==> src/rtl/bram_arbiter.sv <==
// Two-port (instruction / data) arbiter in front of a single block RAM.
// One access at a time: IDLE picks a winner and latches its command,
// ACCESS waits for the memory's ready pulse (or gives up after TIMEOUT
// cycles), and GAP acks the winner and forces mem_ce low for a cycle.
module bram_arbiter #(
  parameter int TIMEOUT = 16
) (
  input  logic        clk,
  input  logic        rst,
  input  logic        i_req,
  input  logic [31:0] i_addr,
  output logic [31:0] i_rdata,
  output logic        i_ack,
  input  logic        d_req,
  input  logic        d_we,
  input  logic [31:0] d_addr,
  input  logic [31:0] d_wdata,
  input  logic [3:0]  d_bsel,
  output logic [31:0] d_rdata,
  output logic        d_ack,
  output logic        mem_ce,
  output logic        mem_we,
  output logic [31:0] mem_addr,
  output logic [31:0] mem_wdata,
  output logic [3:0]  mem_bsel,
  input  logic [31:0] mem_rdata,
  input  logic        mem_ready,
  output logic        busy,
  output logic        timeout_err
);

  localparam int CW = (TIMEOUT > 1) ? $clog2(TIMEOUT) : 1;

  typedef enum logic [1:0] {
    IDLE   = 2'd0,
    ACCESS = 2'd1,
    GAP    = 2'd2
  } state_t;

  state_t          r_state;
  state_t          w_nextState;
  logic            r_lastGrantData;
  logic            r_grantData;
  logic [CW-1:0]   r_count;
  logic            w_anyReq;
  logic            w_pickData;
  logic            w_expired;

  // On a tie the port that did not win last time gets the memory.
  assign w_anyReq   = i_req | d_req;
  assign w_pickData = d_req & (~i_req | ~r_lastGrantData);
  assign w_expired  = (r_count == CW'(TIMEOUT - 1));
  assign busy       = (r_state != IDLE);

  // State register.
  always_ff @(posedge clk) begin
    if (rst) begin
      r_state <= IDLE;
    end else begin
      r_state <= w_nextState;
    end
  end

  // Next-state logic: a ready pulse wins over a simultaneous expiry.
  always_comb begin
    w_nextState = r_state;
    case (r_state)
      IDLE:    if (w_anyReq) w_nextState = ACCESS;
      ACCESS:  if (mem_ready || w_expired) w_nextState = GAP;
      GAP:     w_nextState = IDLE;
      default: w_nextState = IDLE;
    endcase
  end

  // Command latch, timeout counter, read-data capture and ack generation.
  always_ff @(posedge clk) begin
    if (rst) begin
      r_lastGrantData <= 1'b0;
      r_grantData     <= 1'b0;
      r_count         <= '0;
      mem_ce          <= 1'b0;
      mem_we          <= 1'b0;
      mem_addr        <= 32'h0;
      mem_wdata       <= 32'h0;
      mem_bsel        <= 4'h0;
      i_ack           <= 1'b0;
      d_ack           <= 1'b0;
      i_rdata         <= 32'h0;
      d_rdata         <= 32'h0;
      timeout_err     <= 1'b0;
    end else begin
      i_ack <= 1'b0;
      d_ack <= 1'b0;
      case (r_state)
        IDLE: begin
          if (w_anyReq) begin
            r_grantData     <= w_pickData;
            r_lastGrantData <= w_pickData;
            r_count         <= '0;
            mem_ce          <= 1'b1;
            if (w_pickData) begin
              mem_we    <= d_we;
              mem_addr  <= d_addr;
              mem_bsel  <= d_we ? d_bsel : 4'h0;
              mem_wdata <= d_we ? d_wdata : 32'h0;
            end else begin
              mem_we    <= 1'b0;
              mem_addr  <= i_addr;
              mem_bsel  <= 4'h0;
              mem_wdata <= 32'h0;
            end
          end
        end
        ACCESS: begin
          if (mem_ready || w_expired) begin
            mem_ce <= 1'b0;
            if (r_grantData) begin
              d_ack <= 1'b1;
              if (!mem_we) d_rdata <= mem_ready ? mem_rdata : 32'h0;
            end else begin
              i_ack <= 1'b1;
              if (!mem_we) i_rdata <= mem_ready ? mem_rdata : 32'h0;
            end
            if (!mem_ready) timeout_err <= 1'b1;
          end else begin
            r_count <= r_count + 1'b1;
          end
        end
        default: ;
      endcase
    end
  end

endmodule

==> config.mk <==
export PLATFORM = sky130hd
export DESIGN_NAME = bram_arbiter
export DESIGN_NICKNAME = d
export VERILOG_FILES = /design/src/rtl/bram_arbiter.sv
export SDC_FILE = /design/constraint.sdc
export NUM_CORES = 1
export LEC_CHECK = 0
export ABC_AREA = 1
export BUFFER_PORTS_ARGS = -buffer_cell sky130_fd_sc_hd__buf_2
export CAP_MARGIN = 30
export CORE_UTILIZATION = 45
export DETAILED_ROUTE_END_ITERATION = 10
export GPL_TIMING_DRIVEN = 1
export PLACE_DENSITY = 0.76
export SYNTH_ARGS = -nofsm -noshare
export SYNTH_HDL_FRONTEND = slang
export SYNTH_SLANG_ARGS = --single-unit
==> constraint.sdc <==
create_clock -name clk -period 2.35 [get_ports clk]
set_clock_uncertainty 0.15 [all_clocks]
set_input_delay 0 -clock clk [delete_from_list [all_inputs] [get_ports clk]]
set_output_delay 0 -clock clk [all_outputs]
set_load 0.05 [all_outputs]
==> results of run 1 <==
[state kept, by name, indices dropped and copies added, names as in the netlist, 2 cells and up]
name / count
i_rdata: 32
mem_wdata: 32
r_state: 2
mem_addr: 32
r_count: 4
d_rdata: 32
mem_bsel: 4
[final cells by class]
class,instances,share of cell area [%]
clock buffers,21,4.73
inverters,110,4.18
well taps,180,2.26
diodes,2,0.0503
clock inverters,10,1.36
multi-input cells,686,28.6
repair buffers,430,29.8
flip-flops and latches,144,29.0
[cells by family after synthesis]
family                   after synthesis  synth area share [%]
AO/OA/AOI/OAI                        126                  9.90
adder cells (fa/ha/maj)                1                 0.194
buffers and inverters                176                  11.2
flip-flops                           144                  44.8
AND/OR/NAND/NOR                      559                  34.0
[routing by layer]
layer,vias up,GRT usage (%)
met4,0,21.5
met3,95,7.58
met1,3453,33.3
li1,3810,-
met5,-,0
met2,422,49.9
[cell usage in the layout (no fill, tap or decap), types with 3 or more instances in the layout]
cell type / instances
a21oi_1: 91
buf_12: 6
buf_2: 275
buf_4: 9
bufinv_16: 3
clkbuf_16: 17
clkbuf_8: 3
clkinv_2: 4
dfxtp_1: 144
dlygate4sd3_1: 140
inv_1: 107
nand2_1: 319
nand3_1: 6
nand3_2: 3
nand4_1: 17
nor2_1: 205
nor3_1: 4
o21ai_0: 33
[per-stage QoR]
step / setup WS (ns) / setup TNS [ns] / util (%) / power, mW
final: 0.115 / 0 / 71.4 / 7.13
after global routing: -0.00217 / -0.00217 / 71.4 / 7.40
after CTS: 0.118 / 0 / 71.3 / 7.10
after detailed placement: 0.527 / 0 / 56.9 / 4.10
after global placement: 0.593 / 0 / 56.9 / 4.09
after floorplan: 0.600 / 0 / - / 3.70
[repair_timing]
item,4_1_cts,5_1_grt
endpoints found under the hold margin,138,0
endpoints found under the setup margin,0,17
hold buffers,140,0
resized for setup,0,2
[path summary, 6_finish.rpt]
check            endpoint  slack (ns)
max          mem_addr[15]        0.12
min                mem_we        0.07
max reg2reg  mem_addr[15]        0.12
min reg2reg   d_rdata[17]        0.31
[report_power, final]
| group | internal, mW | switching [mW] |
|---|---|---|
| combinational | 0.578 | 1.11 |
| sequential | 2.59 | 0.0816 |
| clock | 1.74 | 1.04 |
[worst register-to-register path, cell delays in order (launching register included)]
cell	delay [ns]
dfxtp_1	0.42
a21oi_1	0.15
inv_4	0.26
buf_4	0.31
nor2_1	0.09
nor2_1	0.12
dlygate4sd3_1	0.57
nor2_1	0.05
==> summary.md, run 1 <==
| Metric | Value |
|---|---|
| Status | complete, no violations |
| Met3 wire len | 1660 um |
| Count of different cell masters after synthesis | 21 |
| CTS H-Tree Depth | 4 |
| Die ar. | 0.0148 mm^2 |
| Fill cells | 1001 |
| FMAX | 0.447 GHz |
| # clock sinks | 144 |
| Hpwl dp | 12100 um |
| Tot GR Track Use | 30.0% |
| Placement Cell Area | 0.00793 mm^2 |
| Final Max Tran Viols | 0 |
| Critical path's slowest cell | dlygate4sd3_1 |
| Die span in y | 122 um |
| Sequential share of the synthesized area | 44.8% |
| Final hold violations | 0 |
| Post-layout min period | 2.23 ns |
| CP Capture Type | flip-flop |
| Via count | 7780 |
| Ranking of synthesized cells by area | dfxtp_1, nand2_1, nor2_1 |
| Final #Nets | 1528 |
| Synth Instances | 1006 |
| Placed cells | 1410 |
| Slew @ Worst Pin | 0.729 ns |
| Syn_nets | 1145 |
| CTS tree | done |
| Worst path most repeated cell | nor2_1 |
| Post-synthesis sequential element count | 144 |
| Number of core rows | 43 |
| Max transition margin | 51.4% |
| First-pass GRT wire length | 34800 um |
| Post CTS Setup Buffer Count | 0 |
| Area occupied by multi-input gates | 0.00285 mm^2 |
| Min-delay src | d_we |
| Largest net degree at the start of global routing | 58 |
| Dominant synthesized flop cell | dfxtp_1 |
| Grt ovf | 0 |
| Worst setup path class | reg2reg |
| Clk buf depth | 2 |
| DRC Markers | 0 |
| Post-synth EDFFs | 0 |
| Design area | 0.00995 mm^2 |
| Register area | 0.00288 mm^2 |
| Share of cells above drive strength 1 | 23.6% |
| Synth cell count leaders | nand2_1, nor2_1, dfxtp_1 |
| Clock slew seen by the registers of the worst setup and hold paths | 0.06 ns |
| Reg2Reg Depth | 7 |
| WP data required | 2.51 ns |
| Reg-to-Reg Start | r_grantData |
| Non-filler cells, final | 1583 |
| Ys async rst share | 0% |
| Num CTS Buffers | 17 |
| Mean Syn Cell Area | 6.40 um^2 |
| Clock Latency Late Sink | 0.42 ns |
| # IOs | 276 |
| Pleak | 5.27 nW |
| Max-cap viol count | 0 |
| Die W | 122 um |
| CP Depth | 7 |
| Root Buffer | clkbuf_16 |
| Hold Crit Class | in2reg |
| Initial drt markers | 546 |
| Worst-path cell chain | a21oi_1 > inv_4 > buf_4 > nor2_1 > nor2_1 > dlygate4sd3_1 > nor2_1 |
| Initial antenna violation count | 2 |
| RD Place Congestion | 0.831 |
| Power per cell area | 717 mW/mm^2 |
| Leading cell type by number of instances after synthesis | nand2_1 |
| # setup viols final | 0 |
| Met2 wire length | 10500 um |
| Worst path max stage delay | 0.57 ns |
| Vias in the first global route | 7515 |
| Cell Area, Synth | 0.00644 mm^2 |
| First-pass DRT Iterations | 5 |
| WHS | 0.0664 ns |
| Unrepaired setup endpoints after global routing | true |
| Initial Util | 46.2% |
| Syn-to-layout area delta | 54.5% |
| WL/cell | 13.9 um |
| Overall routed net length | 22000 um |
| VDD IR max | 0.000438 V |
| Cell family with most CP delay | buffers and inverters |
| Core footprint | 0.0139 mm^2 |
| Synth Warn # | 0 |
| Crit path DAT | 2.40 ns |
| Yosys top cell by area | dfxtp_1 |
| Crit path from | r_grantData |
| Routed Antenna Nets | 0 |
| PortBufs | 275 |
| Metal-1 WL | 8600 um |
| Tcrit/Tclk final | 95.1% |
| Vias per inst | 4.91 |
| Largest fanout on the critical path | 25 |
| Startpoint Class | flip-flop |
| Worst hold path depth | 3 |
| Yosys top cell area share | 44.8% |
| WP buf/inv | 3 |
| Top sig layer | met4 |
No activity file was read; power rests on OpenSTA's default activity.
==> inputs of run 2 (changes only) <==
--- a/config.mk
+++ b/config.mk
@@ -8,3 +8,2 @@
 export ABC_AREA = 1
-export BUFFER_PORTS_ARGS = -buffer_cell sky130_fd_sc_hd__buf_2
 export CAP_MARGIN = 30
@@ -12,4 +11,4 @@
 export DETAILED_ROUTE_END_ITERATION = 10
+export DONT_BUFFER_PORTS = 1
 export GPL_TIMING_DRIVEN = 1
-export PLACE_DENSITY = 0.76
 export SYNTH_ARGS = -nofsm -noshare
--- a/constraint.sdc
+++ b/constraint.sdc
@@ -4,2 +4,2 @@
 set_output_delay 0 -clock clk [all_outputs]
-set_load 0.05 [all_outputs]
+set_load 0.01 [all_outputs]
==> summary.md, run 2 (synthesis gave the netlist of run 1 again) <==
| Metric | Value |
|---|---|
| Status | complete, no violations |
| First-pass GRT wire length | 30000 um (-14%) |
| CTS tree | done |
| Routed Antenna Nets | 0 (unchanged) |
| DRC Markers | 0 (unchanged) |
| Largest fanout on the critical path | 100 (+300%) |
| CP Capture Type | flip-flop |
| Die W | 122 um (unchanged) |
| Placement Cell Area | 0.00652 mm^2 (-18%) |
| Switching part of the total | 28.1% (-3.1 points) |
| Most frequent cells in the layout | nand2_1, nor2_1, dlygate4sd3_1 |
| Fill cells | 1211 (+21%) |
| # IOs | 276 (unchanged) |
| First-pass DRT Iterations | 5 (unchanged) |
| Non-filler cells, final | 1326 (-16%) |
| Die span in y | 122 um (unchanged) |
| VDD IR max | 0.000511 V (+17%) |
| Met2 wire length | 9050 um (-14%) |
| Power per cell area | 702 mW/mm^2 (-2.0%) |
| Hold Crit Class | in2reg |
| TNS Setup | 0 ns (unchanged) |
| Vias in the first global route | 6346 (-16%) |
| Top sig layer | met4 |
| Initial antenna violation count | 0 (-2) |
| Design area | 0.00872 mm^2 (-12%) |
| Tot GR Track Use | 25.7% (-4.3 points) |
| WHS | 0.150 ns (+0.0838 ns) |
| Unrepaired setup endpoints after global routing | true |
| Final hold violations | 0 (unchanged) |
| # clock sinks | 144 (unchanged) |
| CTS H-Tree Depth | 4 (unchanged) |
| Overall routed net length | 18600 um (-15%) |
| Flop pwr share | 45.0% (+7.6 points) |
| Final Max Tran Viols | 0 (unchanged) |
| Max transition margin | 49.8% (-1.6 points) |
| Root Buffer | clkbuf_16 |
| Logic gate share of total power | 15.5% (-8.1 points) |
| Vias per inst | 4.84 (-1.4%) |
| Clock power frac | 39.5% (+0.5 points) |
| WP data required | 2.55 ns (+0.04 ns) |
| Clock Latency Late Sink | 0.41 ns (about the same) |
| Clk buf depth | 2 (unchanged) |
| Ant. Diodes | 0 (-2) |
| Placed cells | 1132 (-20%) |
| PortBufs | 0 (-100%) |
| Initial Util | 46.2% (unchanged) |
| Critical path's slowest cell | dlygate4sd3_1 |
| Worst path max stage delay | 0.56 ns (about the same) |
| Via count | 6423 (-17%) |
| Clock slew seen by the registers of the worst setup and hold paths | 0.06 ns (about the same) |
| Pleak | 4.07 nW (-23%) |
| FMAX | 0.454 GHz (+1.4%) |
| Worst setup path class | reg2reg |
| Met3 wire len | 1550 um (-6.5%) |
| Hpwl dp | 10600 um (-13%) |
| Power Internal | 4.41 mW (-10%) |
| Core footprint | 0.0139 mm^2 (unchanged) |
| Slew @ Worst Pin | 0.751 ns (+0.0226 ns) |
| Worst-path cell chain | a21oi_1 > inv_2 > buf_12 > nand2_1 > nand2_1 > nor2_1 > dlygate4sd3_1 > nor2_1 |
| Metal-1 WL | 7400 um (-14%) |
| Initial drt markers | 431 (-21%) |
| RD Place Congestion | 0.748 (-9.9%) |
| Tcrit/Tclk final | 93.8% (-1.3 points) |
| Max-cap viol count | 0 (unchanged) |
| Largest net degree at the start of global routing | 101 (+74%) |
| Switching pwr | 1.72 mW (-23%) |
| Grt ovf | 0 (unchanged) |
| Syn-to-layout area delta | 35.6% |
| Num CTS Buffers | 17 (unchanged) |
| Crit path DAT | 2.40 ns (about the same) |
| Post-layout min period | 2.20 ns (-0.0298 ns) |
| Share of cells above drive strength 1 | 4.89% (-19 points) |
| Startpoint Class | flip-flop |
| Number of core rows | 43 (unchanged) |
| # setup viols final | 0 (unchanged) |
| Final #Nets | 1273 (-17%) |
| Die ar. | 0.0148 mm^2 (unchanged) |
| Final Util | 62.6% (-8.8 points) |
| Most common cell after layout, fill and taps aside | nand2_1 |
| WL/cell | 14.0 um (+0.92%) |
==> run 2: changes by cell type in the layout (fill, tap and decap cells not counted), moves of 3 or more <==
cell           change
buf_2            -275
dlygate4sd3_1     +20
clkinv_2           +3
bufinv_16          -3
clkinvlp_4         +4
buf_4              -3
==> run 2: path summary, 6_finish.rpt <==
kind                            cells after the start     startpoint  slack, ns            end
worst max-delay path                                8    r_grantData       0.15   mem_addr[23]
worst max register to register                      8    r_grantData       0.15   mem_addr[23]
worst min register to register                      2  mem_wdata[17]       0.36  mem_wdata[17]
worst min-delay path                                3   mem_rdata[6]       0.15     d_rdata[6]
==> run 2: timing repair <==
action,in CTS,in global routing
setup buffers,0,0
endpoints found under the setup margin,0,11
hold endpoints to repair,144,0
hold buffers,163,0
gates resized for setup,0,3
==> run 2: area by class of cell <==
type                            instances  area [um^2]  share of cell area, %
Sequential cell                       144         2880                   33.0
Multi-Input combinational cell        686         2850                   32.7
Timing Repair Buffer                  175         1830                   20.9
Clock buffer                           20          457                   5.23
Inverter                              110          414                   4.75
Tap cell                              180          225                   2.58
Clock inverter                         11         67.6                  0.774
==> run 2: per-layer routing <==
| layer | GRT usage, % | vias to the layer above |
|---|---|---|
| li1 | - | 3304 |
| met1 | 29.1 | 2819 |
| met2 | 43.1 | 250 |
| met3 | 8.57 | 50 |
| met4 | 12.9 | 0 |
| met5 | 0 | - |
==> run 2: power by group through the flow <==
stage / sequential (mW) / clock [mW] / combinational, mW
2_1_floorplan: 2.77 / 0 / 0.526
3_3_place_gp: 2.81 / 0 / 0.609
3_5_place_dp: 2.81 / 0 / 0.616
4_1_cts: 2.76 / 2.46 / 0.931
5_1_grt: 2.77 / 2.58 / 1.08
6_report: 2.76 / 2.42 / 0.952
==> run 2: through the flow <==
stage	worst slack [ns]	total power [mW]
floorplan	0.713	3.30
global placement	0.596	3.42
detailed placement	0.533	3.42
CTS	0.0403	6.15
global route	-0.00442	6.43
finish	0.145	6.13
==> run 2: worst max-delay path: cells and delay by family (launching register included) <==
kind / cells / cell delay (ns)
compound gates: 1 / 0.16
flops: 1 / 0.43
simple gates: 4 / 0.35
buf+inv: 3 / 0.98
==> inputs of run 3 (changes only) <==
PLACE_DENSITY = 0.68   (was unset)
==> summary.md, run 3 (synthesis gave the netlist of run 1 again) <==
| Metric | Value |
|---|---|
| Initial Util | 46.2% (unchanged) |
| Vias in the first global route | 6606 (+4.1%) |
| Grt ovf | 0 (unchanged) |
| Reg-to-Reg Start | r_state[0] |
| Fill cells | 1069 (-12%) |
| Status | complete, no violations |
| Overall routed net length | 19900 um (+7.0%) |
| WHS | 0.161 ns (+0.0112 ns) |
| Hpwl dp | 10600 um (unchanged) |
| Reg2Reg Setup Slack | 0.10 ns (-0.04 ns) |
| Number of core rows | 43 (unchanged) |
| Placed cells | 1134 (+0.18%) |
| Most frequent cells in the layout | nand2_1, nor2_1, dlygate4sd3_1 |
| Post-layout min period | 2.25 ns (+0.0437 ns) |
| Reg2Reg Depth | 8 (unchanged) |
| Crit path DAT | 2.41 ns (about the same) |
| WP buf/inv | 3 (unchanged) |
| Ant. Diodes | 0 (unchanged) |
| Clk buf depth | 2 (unchanged) |
| Worst r2r dst | mem_addr[24] |
| Routed Antenna Nets | 0 (unchanged) |
| Largest net degree at the start of global routing | 59 (-42%) |
| Pleak | 4.21 nW (+3.4%) |
| Core footprint | 0.0139 mm^2 (unchanged) |
| Final hold violations | 0 (unchanged) |
| Worst setup path class | reg2reg |
| Clock slew seen by the registers of the worst setup and hold paths | 0.06 ns (about the same) |
| CTS H-Tree Depth | 4 (unchanged) |
| WP data required | 2.51 ns (-0.04 ns) |
| Most common cell after layout, fill and taps aside | nand2_1 |
| CP Capture Type | flip-flop |
| Grt met3 use | 8.05% (-0.51 points) |
| Vias per inst | 5.00 (+3.2%) |
| Hold Crit Class | in2reg |
| Tcrit/Tclk final | 95.7% (+1.9 points) |
| GRT Max-Usage Layer | met2 |
| Die ar. | 0.0148 mm^2 (unchanged) |
| Num CTS Buffers | 17 (unchanged) |
| Max-cap viol count | 0 (unchanged) |
| Place WS | 0.536 ns (+0.00352 ns) |
| Final worst slack | 0.101 ns (-0.0437 ns) |
| # clock sinks | 144 (unchanged) |
| # IOs | 276 (unchanged) |
| FMAX | 0.445 GHz (-1.9%) |
| Clock Latency Late Sink | 0.41 ns (about the same) |
| First-pass GRT wire length | 30800 um (+2.4%) |
| Placement Cell Area | 0.00652 mm^2 (about the same) |
| # setup viols final | 0 (unchanged) |
| Power per cell area | 748 mW/mm^2 (+6.5%) |
| Slew @ Worst Pin | 0.611 ns (-0.141 ns) |
| Tot GR Track Use | 26.7% (+0.95 points) |
| Worst path most repeated cell | nor2_1 |
| Final Max Tran Viols | 0 (unchanged) |
| Worst hold path depth | 3 (unchanged) |
| GRT met2 Usage | 46.6% (+3.5 points) |
| Critical path's slowest cell | dlygate4sd3_1 |
| VDD IR max | 0.000478 V (-6.5%) |
| PortBufs | 0 (unchanged) |
| TNS Setup | 0 ns (unchanged) |
| DRC Markers | 0 (unchanged) |
| Unrepaired setup endpoints after global routing | false |
| Final #Nets | 1302 (+2.3%) |
| Syn-to-layout area delta | 42.2% |
| Non-filler cells, final | 1355 (+2.2%) |
| Cell family with most CP delay | buffers and inverters |
| WL/cell | 14.7 um (+4.8%) |
| Max transition margin | 59.2% (+9.4 points) |
| Initial antenna violation count | 0 (unchanged) |
| Share of cells above drive strength 1 | 5.02% (+0.13 points) |
| Worst path max stage delay | 0.57 ns (about the same) |
| Worst-path cell chain | nor2_1 > o21ai_4 > inv_2 > buf_4 > nand2_1 > nor2_1 > dlygate4sd3_1 > nor2_1 |
| Die W | 122 um (unchanged) |
| First-pass DRT Iterations | 5 (unchanged) |
| Initial drt markers | 449 (+4.2%) |
| Design area | 0.00915 mm^2 (+4.9%) |
| CTS tree | done |
| Largest fanout on the critical path | 24 (-76%) |
| Startpoint Class | flip-flop |
| Die span in y | 122 um (unchanged) |
| Met1 usage | 28.2% (-0.86 points) |
| RD Place Congestion | 0.754 (+0.83%) |
| Post CTS Setup Buffer Count | 0 (unchanged) |
| Via count | 6771 (+5.4%) |
| Min-delay src | mem_rdata[10] |
| Pwr Total | 6.85 mW (+12%) |
| Hold endpoint | d_rdata[10] |
| Root Buffer | clkbuf_16 |
| Final Util | 65.7% (+3.1 points) |
[run 3: cell count changes in the layout (fill, tap and decap cells not counted), moves of 2 or more]
cell           delta
clkinv_2          -7
clkinvlp_4        -3
dlygate4sd3_1    +27
buf_4             +2
bufinv_16         +6
inv_6             +3
[run 3: layout make-up]
class                      instances  area, um^2  area share [%]
clock inverter                    12         230            2.52
clock buffer                      19         443            4.84
tap                              180         225            2.46
sequential                       144        2880            31.5
inverter                         110         415            4.54
timing repair buffer             204        2110            23.0
multi-input combinational        686        2850            31.2
[run 3: worst max path at each step]
stage	startpoint	end	depth (start not counted)
5_1_grt	r_count[0]	d_rdata[29]	8
2_1_floorplan	r_count[0]	d_rdata[10]	9
3_5_place_dp	r_count[0]	d_rdata[1]	8
4_1_cts	r_count[0]	d_rdata[29]	8
3_3_place_gp	mem_we	i_rdata[11]	5
6_report	r_state[0]	mem_addr[24]	8
[run 3: power breakdown]
| part | total, mW | leakage (nW) | switching [mW] | internal (mW) |
|---|---|---|---|---|
| registers | 2.76 | 1.17 | 0.174 | 2.59 |
| logic | 1.01 | 2.72 | 0.540 | 0.467 |
| clock network | 3.08 | 0.321 | 1.06 | 2.03 |
[run 3: repair_timing]
action	CTS	global route
hold buffers	190	0
endpoints found under the setup margin	0	25
hold endpoints to repair	144	0
gates resized for setup	0	5
[run 3: layer usage]
layer	up-vias	part of all wire (%)
met4	0	3.3
met3	55	8.5
met5	-	0
li1	3358	-
met1	3032	39
met2	326	49
[run 3: tightest hold or removal path: cells and delay by family]
kind / cells / cell delay (ns)
AO/OA/AOI/OAI: 1 / 0.07
AND/OR/NAND/NOR: 1 / 0.07
buffers and inverters: 1 / 0.55
